===== src/rtl/fir_out_decim_fifo_if.sv =====
// Bundle between the FIR output, the decimating FIFO and its consumer.
// The producer/consumer side drives through master; the FIFO block uses slave.
interface fir_out_decim_fifo_if #(
    parameter int word_size_out = 9,
    parameter int depth         = 8
);
    localparam int CNT_W = $clog2(depth) + 1;

    logic [word_size_out-1:0] Data_in;
    logic                     in_en;
    logic [word_size_out-1:0] out_data;
    logic                     out_valid;
    logic                     out_ready;
    logic [CNT_W-1:0]         count;
    logic                     overflow;

    modport master (
        output Data_in, in_en, out_ready,
        input  out_data, out_valid, count, overflow
    );

    modport slave (
        input  Data_in, in_en, out_ready,
        output out_data, out_valid, count, overflow
    );
endinterface


===== src/rtl/fir_out_decim_fifo.sv =====
// Keeps one of every decim qualified FIR samples and buffers the kept samples
// in a first-word-fall-through FIFO with a sticky overflow flag.
module fir_out_decim_fifo #(
    parameter int word_size_out = 9,
    parameter int decim         = 4,
    parameter int depth         = 8
) (
    input  logic                 clock,
    input  logic                 reset,
    fir_out_decim_fifo_if.slave  bus
);
    localparam int AW    = $clog2(depth);
    localparam int CW    = AW + 1;
    localparam int DCW   = (decim > 1) ? $clog2(decim) : 1;

    logic [word_size_out-1:0] mem_q [depth];
    logic [AW-1:0]            wr_ptr_q, wr_ptr_d;
    logic [AW-1:0]            rd_ptr_q, rd_ptr_d;
    logic [CW-1:0]            count_q,  count_d;
    logic [DCW-1:0]           dcnt_q,   dcnt_d;
    logic                     overflow_q, overflow_d;

    logic full, valid, pop, keep, push, drop;

    always_comb begin
        full  = (count_q == CW'(depth));
        valid = (count_q != '0);
        pop   = valid && bus.out_ready;
        keep  = bus.in_en && (dcnt_q == '0);
        // A full FIFO still accepts a kept sample when the head leaves this cycle.
        push  = keep && (!full || pop);
        drop  = keep && full && !pop;
    end

    always_comb begin
        dcnt_d = dcnt_q;
        if (bus.in_en) begin
            if (dcnt_q == DCW'(decim - 1)) begin
                dcnt_d = '0;
            end else begin
                dcnt_d = dcnt_q + DCW'(1);
            end
        end

        wr_ptr_d = push ? wr_ptr_q + AW'(1) : wr_ptr_q;
        rd_ptr_d = pop  ? rd_ptr_q + AW'(1) : rd_ptr_q;

        count_d = count_q;
        case ({push, pop})
            2'b10:   count_d = count_q + CW'(1);
            2'b01:   count_d = count_q - CW'(1);
            default: count_d = count_q;
        endcase

        overflow_d = overflow_q | drop;
    end

    always_ff @(posedge clock) begin
        if (reset) begin
            wr_ptr_q   <= '0;
            rd_ptr_q   <= '0;
            count_q    <= '0;
            dcnt_q     <= '0;
            overflow_q <= 1'b0;
        end else begin
            wr_ptr_q   <= wr_ptr_d;
            rd_ptr_q   <= rd_ptr_d;
            count_q    <= count_d;
            dcnt_q     <= dcnt_d;
            overflow_q <= overflow_d;
        end
    end

    // Storage carries no reset; stale entries are never visible once count is 0.
    always_ff @(posedge clock) begin
        if (push && !reset) begin
            mem_q[wr_ptr_q] <= bus.Data_in;
        end
    end

    assign bus.out_valid = valid;
    assign bus.out_data  = valid ? mem_q[rd_ptr_q] : '0;
    assign bus.count     = count_q;
    assign bus.overflow  = overflow_q;
endmodule


===== src/flat_wrapper.sv =====
// flat-port wrapper written by rule: the top's interface ports become plain ports
module fir_out_decim_fifo_flat 
#(
    parameter int word_size_out = 9,
    parameter int decim         = 4,
    parameter int depth         = 8
)
  (clock, reset, bus_Data_in, bus_in_en, bus_out_ready, bus_out_data, bus_out_valid, bus_count, bus_overflow);
  fir_out_decim_fifo_if #(.word_size_out(word_size_out), .depth(depth)) bus_i ();
  input  logic clock;
  input  logic reset;
  input wire logic [$bits(bus_i.Data_in)-1:0] bus_Data_in;
  input wire logic [$bits(bus_i.in_en)-1:0] bus_in_en;
  input wire logic [$bits(bus_i.out_ready)-1:0] bus_out_ready;
  output wire logic [$bits(bus_i.out_data)-1:0] bus_out_data;
  output wire logic [$bits(bus_i.out_valid)-1:0] bus_out_valid;
  output wire logic [$bits(bus_i.count)-1:0] bus_count;
  output wire logic [$bits(bus_i.overflow)-1:0] bus_overflow;
  assign bus_i.Data_in = bus_Data_in;
  assign bus_i.in_en = bus_in_en;
  assign bus_i.out_ready = bus_out_ready;
  assign bus_out_data = bus_i.out_data;
  assign bus_out_valid = bus_i.out_valid;
  assign bus_count = bus_i.count;
  assign bus_overflow = bus_i.overflow;
  fir_out_decim_fifo #(.word_size_out(word_size_out), .decim(decim), .depth(depth)) u_core (.clock(clock), .reset(reset), .bus(bus_i));
endmodule

===== config.mk =====
export PLATFORM = sky130hd
export DESIGN_NAME = fir_out_decim_fifo_flat
export DESIGN_NICKNAME = d
export VERILOG_FILES = /design/src/rtl/fir_out_decim_fifo_if.sv /design/src/rtl/fir_out_decim_fifo.sv /design/src/flat_wrapper.sv
export SDC_FILE = /design/constraint.sdc
export NUM_CORES = 1
export LEC_CHECK = 0
export BUFFER_PORTS_ARGS = -buffer_cell sky130_fd_sc_hd__buf_2
export CELL_PAD_IN_SITES_DETAIL_PLACEMENT = 0
export CELL_PAD_IN_SITES_GLOBAL_PLACEMENT = 1
export CORE_MARGIN = 2
export CORE_UTILIZATION = 35
export CTS_BUF_LIST = sky130_fd_sc_hd__clkbuf_8
export DETAILED_ROUTE_END_ITERATION = 8
export PLACE_DENSITY = 0.67
export SETUP_SLACK_MARGIN = 0.02
export SYNTH_ARGS = -nofsm -noshare
export SYNTH_HDL_FRONTEND = slang
export SYNTH_SLANG_ARGS = --single-unit
export TNS_END_PERCENT = 10

===== constraint.sdc =====
create_clock -name clock -period 2.55 [get_ports clock]
set_input_delay 0.51 -clock clock [delete_from_list [all_inputs] [get_ports clock]]
set_output_delay 0.51 -clock clock [all_outputs]
set_load 0.005 [all_outputs]

# Yosys cells after proc, flatten, opt, wreduce, memory -nomap -nowiden
# Memory sizes are Yosys's and may differ from the RTL's. A register that Yosys moved wholly into a read port is not among the register bits.
# Index checks and enable logic that the tools add are counted.
totals:
  register_bits: 13
  latchBits: 0
  mem_bits_rw: 72
  mem_bits_ro: 0
  output_inout_bits: 15
  n_memories: 1
op_classes:
  addsub: 5
  mul: 0
  n_div: 0
  n_lt_le_gt_ge: 0
  eq_ne: 4
  n_shift: 0
  muxes: 7
  n_bitwise: 1
  n_reduce_logical: 13
memory_table:
  columns: ["name", "depth", "word_bits", "read_ports", "rd_ports_with_merged_regs", "write_ports", "line_no", "rtl"]
  rows:
  - ["u_core.mem_q", 8, 9, 1, 1, 1, "fir_out_decim_fifo.sv:16", "logic [word_size_out-1:0] mem_q [depth];"]
op_table:
  columns: ["cell", "n"]
  rows:
  - ["$mux W9", 1]
  - ["$pmux W4 S2", 1]
  - ["$add A3 B1 Y3 const B", 2]
  - ["$logic_and A1 B1 Y1", 6]
  - ["$mux W3", 2]
  - ["$add A4 B1 Y4 const B", 1]
  - ["$eq A2 B2 Y1 const B", 2]
  - ["$eq A4 B4 Y1 const B", 1]
  - ["$reduce_bool A4 Y1", 1]
  - ["$sub A4 B1 Y4 const B", 1]
  - ["$logic_not A1 Y1", 3]
  - ["$add A2 B1 Y2 const B", 1]
  - ["$eq A2 B1 Y1 const B", 1]
  - ["$logic_not A2 Y1", 1]
  - ["$mux W1", 2]
  - ["$mux W2", 1]
  - ["$reduce_bool A2 Y1", 1]
  - ["$logic_or A1 B1 Y1", 1]
  - ["$or A1 B1 Y1", 1]

# Logic depth before layout (Yosys ltp)
# Gate-level depths: netlist of run 1.
logic_depth:
  ltp_word: 7
  depth_mapped: 12

# Least setup slack after synthesis of run 1
# Ideal clock, no wire load.
synth_timing:
  path_type: "register to register"
  start: "register u_core.count_q[2] (netlist: u_core.bus.count[2])"
  end: "register u_core.count_q[3] (netlist: u_core.bus.count[3])"
  setup_ps: 121
  arrival_time_ps: 2530
  t_required_ps: 2429
  slack_ps: -100
  path_stages_with_launch: 10
  path_cell_list: "dfxtp_1 > or3_4 > nor2_8 > inv_4 > and2_4 > buf_6 > ha_1 > or3_2 > o32ai_1 > mux2_2"
synth_via:
  elab_chain_len: 6
synth_rtl:
  columns: ["item", "line_no", "rtl"]
  rows:
  - ["start, declared", "fir_out_decim_fifo.sv:19", "logic [CW-1:0] count_q, count_d;"]
  - ["start signal, assigned", "fir_out_decim_fifo.sv:68", "count_q <= count_d;"]
  - ["$reduce_bool A4 Y1 (*)", "fir_out_decim_fifo.sv:27", "valid = (count_q != '0);"]
  - ["named net bus_out_valid", "flat_wrapper.sv:16", "output wire logic [$bits(bus_i.out_valid)-1:0] bus_out_valid;"]
  - ["$logic_and A1 B1 Y1 (*)", "fir_out_decim_fifo.sv:28", "pop = valid && bus.out_ready;"]
  - ["named net u_core.pop", "fir_out_decim_fifo.sv:23", "logic full, valid, pop, keep, push, drop;"]
  - ["$logic_or A1 B1 Y1", "fir_out_decim_fifo.sv:31", "push = keep && (!full || pop);"]
  - ["$logic_and A1 B1 Y1", "fir_out_decim_fifo.sv:31", null]
  - ["$eq A2 B1 Y1 / $eq A2 B2 Y1 (equally long branches)", "fir_out_decim_fifo.sv:49", "case ({push, pop})"]
  - ["$pmux W4 S2 / $reduce_bool A2 Y1 (equally long branches)", null, null]
# The timed path passes the listed nets; every way through them passes the cells marked *.
# A chain may end at the register's enable or synchronous reset.

# Final worst setup path of run 1
layout_timing:
  start: "register u_core.count_q[2] (netlist: u_core.bus.count[2])"
  end: "register u_core.count_q[3] (netlist: u_core.bus.count[3])"
layout_via:
  elab_chain_len: 6
layout_rtl:
  columns: ["item", "line_no"]
  rows:
  - ["$eq A4 B4 Y1 / $reduce_bool A4 Y1 (equally long branches)", "fir_out_decim_fifo.sv:26, fir_out_decim_fifo.sv:27"]
  - ["$logic_not A1 Y1 / $logic_and A1 B1 Y1 (equally long branches)", "fir_out_decim_fifo.sv:31, fir_out_decim_fifo.sv:28"]
  - ["$logic_or A1 B1 Y1", "fir_out_decim_fifo.sv:31"]
  - ["$logic_and A1 B1 Y1", "fir_out_decim_fifo.sv:31"]
  - ["$eq A2 B1 Y1 / $eq A2 B2 Y1 (equally long branches)", "fir_out_decim_fifo.sv:49"]
  - ["$pmux W4 S2 / $reduce_bool A2 Y1 (equally long branches)", null]
# Parallel ways exist; a longest one is shown, timed or not.

==> results of run 1 <==
## per-layer routing
metal,GRT usage (%),vias to the layer above
li1,-,878
met2,19.4,27
met4,4.29,0
met3,3.24,4
met5,0,-
met1,15.7,884
## cells in the final DEF, fill, tap and decap left out, types with 2 or more instances in the layout
cell type and n:
edfxtp_1 72, buf_2 27, nor2_1 26, mux4_2 18
buf_4 17, dfxtp_1 15, mux2i_1 14, clkbuf_8 9
xor2_1 4, nand2_1 4, nor2b_1 4, ha_1 4
inv_1 3, nor3_1 3, and3b_1 2, inv_6 2
a21oi_2 2, or3_2 2, a31oi_1 2, ha_4 2
clkinvlp_4 2, clkinv_2 2
## per-stage QoR
stage | instance area [sq um] | hold WS [ns] | setup slack [ns] | power, uW
after floorplan | 3620 | 0.461 | 0.00713 | 2660
after global routing | 4190 | 0.426 | -0.000972 | 4090
after global placement | 4000 | 0.446 | 0.0789 | 3060
after CTS | 4170 | 0.411 | 0.0344 | 3910
after detailed placement | 4000 | 0.459 | 0.0426 | 3080
final | 4200 | 0.425 | 0.0723 | 3860
## what timing repair did
item	4_1_cts	5_1_grt
resized for setup	0	4
setup buffers	0	1
hold buffers	0	0
endpoints found under the setup margin	0	2
## layout make-up
class | instances | area (sq um) | share of cell area, %
repair buffers | 44 | 263 | 6.26
clock buffers | 9 | 124 | 2.95
diodes | 1 | 2.50 | 0.0596
well taps | 133 | 166 | 3.97
inverters | 5 | 26.3 | 0.626
multi-input cells | 103 | 1080 | 25.8
clock inverters | 7 | 46.3 | 1.10
flip-flops and latches | 88 | 2480 | 59.2
## report_power, final
| part | leakage, uW | switching, uW | internal [uW] | total [uW] |
|---|---|---|---|---|
| sequential | 0.000780 | 47.2 | 1630 | 1680 |
| clock | 0.0000830 | 481 | 352 | 833 |
| combinational | 0.000575 | 644 | 703 | 1350 |
## worst max-delay path: stages (launching register included)
cell	delay [ns]
dfxtp_1	0.33
or3_4	0.43
o311a_4	0.35
inv_6	0.08
ha_4	0.22
or3_2	0.48
o32ai_2	0.16
mux2_4	0.32
## flip-flops by register name (all words and copies together), names as in the netlist, named ones only
name,cells
u_core.wr_ptr_q,3
u_core.rd_ptr_q,3
u_core.bus.count,4
u_core.bus.overflow,1
u_core.mem_q,72
u_core.dcnt_q,2
## path summary, 6_finish.rpt
check / startpoint / endpoint / slack (ns) / depth (start not counted)
min: bus_Data_in[7] / u_core.mem_q[0][7] / 0.43 / 1
max reg2reg: u_core.bus.count[2] / u_core.bus.count[3] / 0.07 / 7
min reg2reg: u_core.bus.overflow / u_core.bus.overflow / 0.47 / 2
max: u_core.bus.count[2] / u_core.bus.count[3] / 0.07 / 7
## cell families after synthesis
group,after synthesis,share of synthesized area [%]
AOI/OAI and AO/OA,8,1.75
and+or+nand+nor,48,7.06
DFF,88,69.4
buffers and inverters,13,1.82
muxes,34,15.9
xor gates and xnor gates,6,1.68
adders and majority gates,7,2.45
==> run summary, run 1 <==
• outcome: finished, final reports clean
• dpl cells: 372
• max layer used: met4
• final count of pins violating max slew: 0
• element type at the critical path end: register
• crit share post-route: 97.2%
• Detailed Place HPWL: 4.14 mm
• Tmin final: 2.48 ns
• H-Tree Depth: 3
• cts bufs inserted: 9
• worst rel slew slack: 35.0%
• vias per inst: 4.60
• setup TNS: 0 ns
• DRT Wirelength: 6.32 mm
• iteration count of the initial detailed-routing pass: 4
• Max Cap Viol: 0
• residual DRC count: 0
• Synth Cell Area: 0.00358 sq mm
• maximum number of pins on one net before global-route repair: 19
• part of the Yosys area used for sequential elements: 69.4%
• Yosys warning count: 0
• Hold Path Class: in2reg
• post-DR wirelength/cell: 16.2 um
• initial antenna violation count: 1
• global-route wire length before repair: 9.90 mm
• Initial Util: 36.3%
• most numerous cell in the Yosys netlist: edfxtp_1
• Peak supply drop: 0.373 mV
• # fillers: 871
• die span in x: 105 um
• post-route core utilization: 42.5%
• count of input and output buffers: 27
• clk slew on worst S/H paths: 0.09 ns
• count of endpoints failing setup in the final report: 0
• NumNets Final: 271
• height of the die: 105 um
• clock net sink count: 88
• Clock Root Buffer: clkbuf_8
• RSZ-0062 raised after global routing: true
• TritonCTS clock tree: done
• met2 routed wirelength: 3.05 mm
• slew at the pin closest to its max-slew limit: 0.971 ns
• starting DRC count in detailed routing: 72
• number of flops mapped to enable cells by yosys: 72
• routed length on met3: 233 um
• skew final: 0.0105 ns
• Gate Count Post-Synth: 204
• post-synth top area share: 60.4%
• DIE AREA: 0.0110 sq mm
• CTS max path bufs: 2
• placeable core region: 0.00986 sq mm
• Post-Synthesis Net Count: 224
• number of hold violations in the final report: 0
• area overhead of the layout relative to synthesis: 17.2%
• most numerous cell types in the synthesized netlist: 72 x edfxtp_1, 26 x nor2_1, 18 x mux4_2, 16 x dfxtp_1, 14 x mux2i_1
• post-synthesis sequential element count: 88
• Fmax achieved: 404 MHz
• Area contributors post-synth: edfxtp_1 60%, mux4_2 11%, dfxtp_1 9.0%
• required time of the critical path: 2.79 ns
• vias in the first global route: 1836
• I/O pin count: 28
• kind of launch point of the worst setup path: register
• static leakage: 0.00144 uW
• leading register cell type out of synthesis: edfxtp_1
• arrival time of the worst setup path: 2.72 ns
• average instance area after synthesis: 17.5 sq um
• PwrDens: 920 mW/mm^2
• number of placement rows: 36
• Post-Layout Cell Count: 390
• clock insertion delay at the later pin of the skew report: 0.35 ns
• post-route antenna net violation count: 0
• share of synthesized registers carrying an async set or reset: 0%
• share of cells above drive strength 1: 37.9%
• cell accounting for the most synthesized area: edfxtp_1
• Max FO, Critical Path: 6
• category of the critical setup timing path: reg2reg
• count of unique library cells instantiated by Yosys: 35
• GR Overflow Total: 0
• placer congestion estimate: 0.715
• global-route usage over all layers: 12.1%
• via count: 1793
• DRT met1 WL: 2.97 mm
(Power assumes the default switching activity.)
==> inputs of run 2 (changes only) <==
--- a/config.mk
+++ b/config.mk
@@ -8,6 +8,7 @@
 export BUFFER_PORTS_ARGS = -buffer_cell sky130_fd_sc_hd__buf_2
 export CELL_PAD_IN_SITES_DETAIL_PLACEMENT = 0
 export CELL_PAD_IN_SITES_GLOBAL_PLACEMENT = 1
+export CORE_ASPECT_RATIO = 1.75
 export CORE_MARGIN = 2
 export CORE_UTILIZATION = 35
 export CTS_BUF_LIST = sky130_fd_sc_hd__clkbuf_8
==> run 2 against run 1 <==
  * Design area grew 1.2%
  * Clock power grew 12%
  * Sequential share of layout area shrank 0.72 points
  * Clock skew shrank 0.0017 ns
  * Power grew 3.8%
  * Non-clock buffer count grew 1
  * Critical path type unchanged
  * Largest cell class unchanged
  * Highest routed layer unchanged
==> run summary, run 2 (synthesis gave the netlist of run 1 again) <==
• starting DRC count in detailed routing: 135, +88%
• initial antenna violation count: 0, -1
• leading cell types in the layout, fill and taps excluded: 72 x edfxtp_1, 27 x buf_2, 26 x nor2_1
• fraction of power consumed by the clock network: 23.3%, +1.7 points
• number of hold-repair buffers added at the cts stage: 0, unchanged
• category of the critical setup timing path: reg2reg
• NumNets Final: 272, +0.37%
• CTS max path bufs: 2, unchanged
• outcome: finished, final reports clean
• Max FO, Critical Path: 6, unchanged
• worst rel slew slack: 30.2%, -4.8 points
• Detailed Place HPWL: 4.36 mm, +5.3%
• DRT Wirelength: 6.43 mm, +1.8%
• Initial Util: 36.1%, -0.16 points
• Flop pwr share: 42.0%, -1.5 points
• vias per inst: 4.78, +4.0%
• required time of the critical path: 2.79 ns, about the same
• clock insertion delay at the later pin of the skew report: 0.34 ns, about the same
• Hold Path Class: in2reg
• via count: 1826, +1.8%
• post-route antenna net violation count: 0, unchanged
• number of hold violations in the final report: 0, unchanged
• post-DR wirelength/cell: 16.8 um, +3.9%
• switching power summed over all nets: 1160 uW, -1.4%
• clk slew on worst S/H paths: 0.08 ns, about the same
• cts bufs inserted: 9, unchanged
• I/O pin count: 28, unchanged
• part of the total power dissipated in combinational logic: 34.7%, -0.2 points
• arrival time of the worst setup path: 2.72 ns, about the same
• placeable core region: 0.00991 sq mm, +0.46%
• Inserted Diodes: 0, -1
• crit share post-route: 97.4%, +0.20 points
• Tmin final: 2.48 ns, +0.00513 ns
• maximum number of pins on one net before global-route repair: 19, unchanged
• kind of launch point of the worst setup path: register
• switching fraction of total power: 28.8%, -1.5 points
• RSZ-0062 raised after global routing: false
• Clock Root Buffer: clkbuf_8
• max FFs per register: 72, unchanged
• element type at the critical path end: register
• area overhead of the layout relative to synthesis: 18.7%
• placer congestion estimate: 0.671, -6.3%
• count of endpoints failing setup in the final report: 0, unchanged
• TritonCTS clock tree: done
• setup TNS: 0 ns, unchanged
• DIE AREA: 0.0111 sq mm, +0.29%
• H-Tree Depth: 3, unchanged
• post-route core utilization: 42.9%, +0.32 points
• skew final: 0.00878 ns, -0.00173 ns
• height of the die: 138 um, +31%
• GR Overflow Total: 0, unchanged
• clock net sink count: 88, unchanged
• Peak supply drop: 0.792 mV, +110%
• register with the most flip-flops: u_core.mem_q
• vias in the first global route: 1884, +2.6%
• overall power after layout: 4010 uW, +3.8%
• residual DRC count: 0, unchanged
• iteration count of the initial detailed-routing pass: 4, unchanged
• Max Cap Viol: 0, unchanged
• count of input and output buffers: 27, unchanged
• Internal Pwr Total: 2850 uW, +6.0%
• PwrDens: 944 mW/mm^2, +2.5%
• share of cells above drive strength 1: 38.5%, +0.63 points
• global-route wire length before repair: 10.1 mm, +1.5%
• final count of pins violating max slew: 0, unchanged
• static leakage: 0.00148 uW, +2.6%
• global-route usage over all layers: 12.7%, +0.67 points
• Fmax achieved: 403 MHz, -0.21%
• slew at the pin closest to its max-slew limit: 1.04 ns, +0.0715 ns
• number of placement rows: 48, +33%
• die span in x: 80.4 um, -23%
• most common library cell in the layout ignoring fill and taps: edfxtp_1
==> run 2: changes by cell type in the layout (fill, tap and decap cells not counted) <==
cell,before,now
clkinvlp_4,2,0
inv_1,3,4
clkinv_2,2,0
clkinv_1,1,0
inv_4,1,2
xor2_2,0,1
diode_2,1,0
or3_4,1,2
buf_12,0,1
clkinv_4,1,0
clkbuf_8,9,14
inv_6,2,1
xor2_1,4,3
or3_2,2,1
==> run 2: final cells by class <==
type	count	area, sq um
clock inverters	2	10.0
well taps	125	156
clock buffers	14	193
inverters	5	26.3
repair buffers	45	283
flip-flops and latches	88	2480
fillers	928	5660
multi-input cells	103	1090
==> run 2: what timing repair did <==
action | 4_1_cts | 5_1_grt
setup endpoints to repair | 1 | 2
setup buffers | 0 | 2
pin swaps | 0 | 2
resized for setup | 1 | 5
hold endpoints to repair | 0 | 0
==> run 2: layer usage <==
metal  share of wire (%)  GRT usage, %  vias up
met5                   0             0        -
met3                 3.6          2.82        6
met4                0.93          5.08        0
li1                    -             -      874
met2                  57          23.4       32
met1                  38          14.0      914
==> run 2: through the flow <==
stage               area [sq um]  setup slack (ns)  hold slack [ns]  cells
floorplan                   3620           0.00713            0.461    204
global placement            4010            0.0710            0.455    364
detailed placement          4010            0.0289            0.465    364
CTS                         4210            0.0494            0.413    380
global route                4250            0.0201            0.428    382
finish                      4250            0.0671            0.434    382
==> run 2: path summary, 6_finish.rpt <==
path / from / cells past startpoint / slack (ns) / to
worst max-delay path: u_core.bus.count[1] / 7 / 0.07 / u_core.bus.count[3]
worst min register to register: u_core.bus.overflow / 2 / 0.48 / u_core.bus.overflow
worst max register to register: u_core.bus.count[1] / 7 / 0.07 / u_core.bus.count[3]
worst min-delay path: bus_Data_in[4] / 1 / 0.43 / u_core.mem_q[0][4]
==> run 2: worst max-delay path, cell delays in order, from the launching register on <==
cell	delay (ns)
dfxtp_1	0.32
or3_4	0.43
o311a_4	0.36
inv_6	0.08
ha_4	0.22
or3_2	0.48
o32ai_2	0.17
mux2_4	0.32
==> run 2: power by group through the flow <==
stage | clock [uW] | sequential (uW) | combinational (uW)
2_1_floorplan | 0 | 1740 | 920
5_1_grt | 1020 | 1690 | 1540
3_5_place_dp | 0 | 1720 | 1390
3_3_place_gp | 0 | 1710 | 1380
4_1_cts | 966 | 1680 | 1400
6_report | 935 | 1680 | 1390
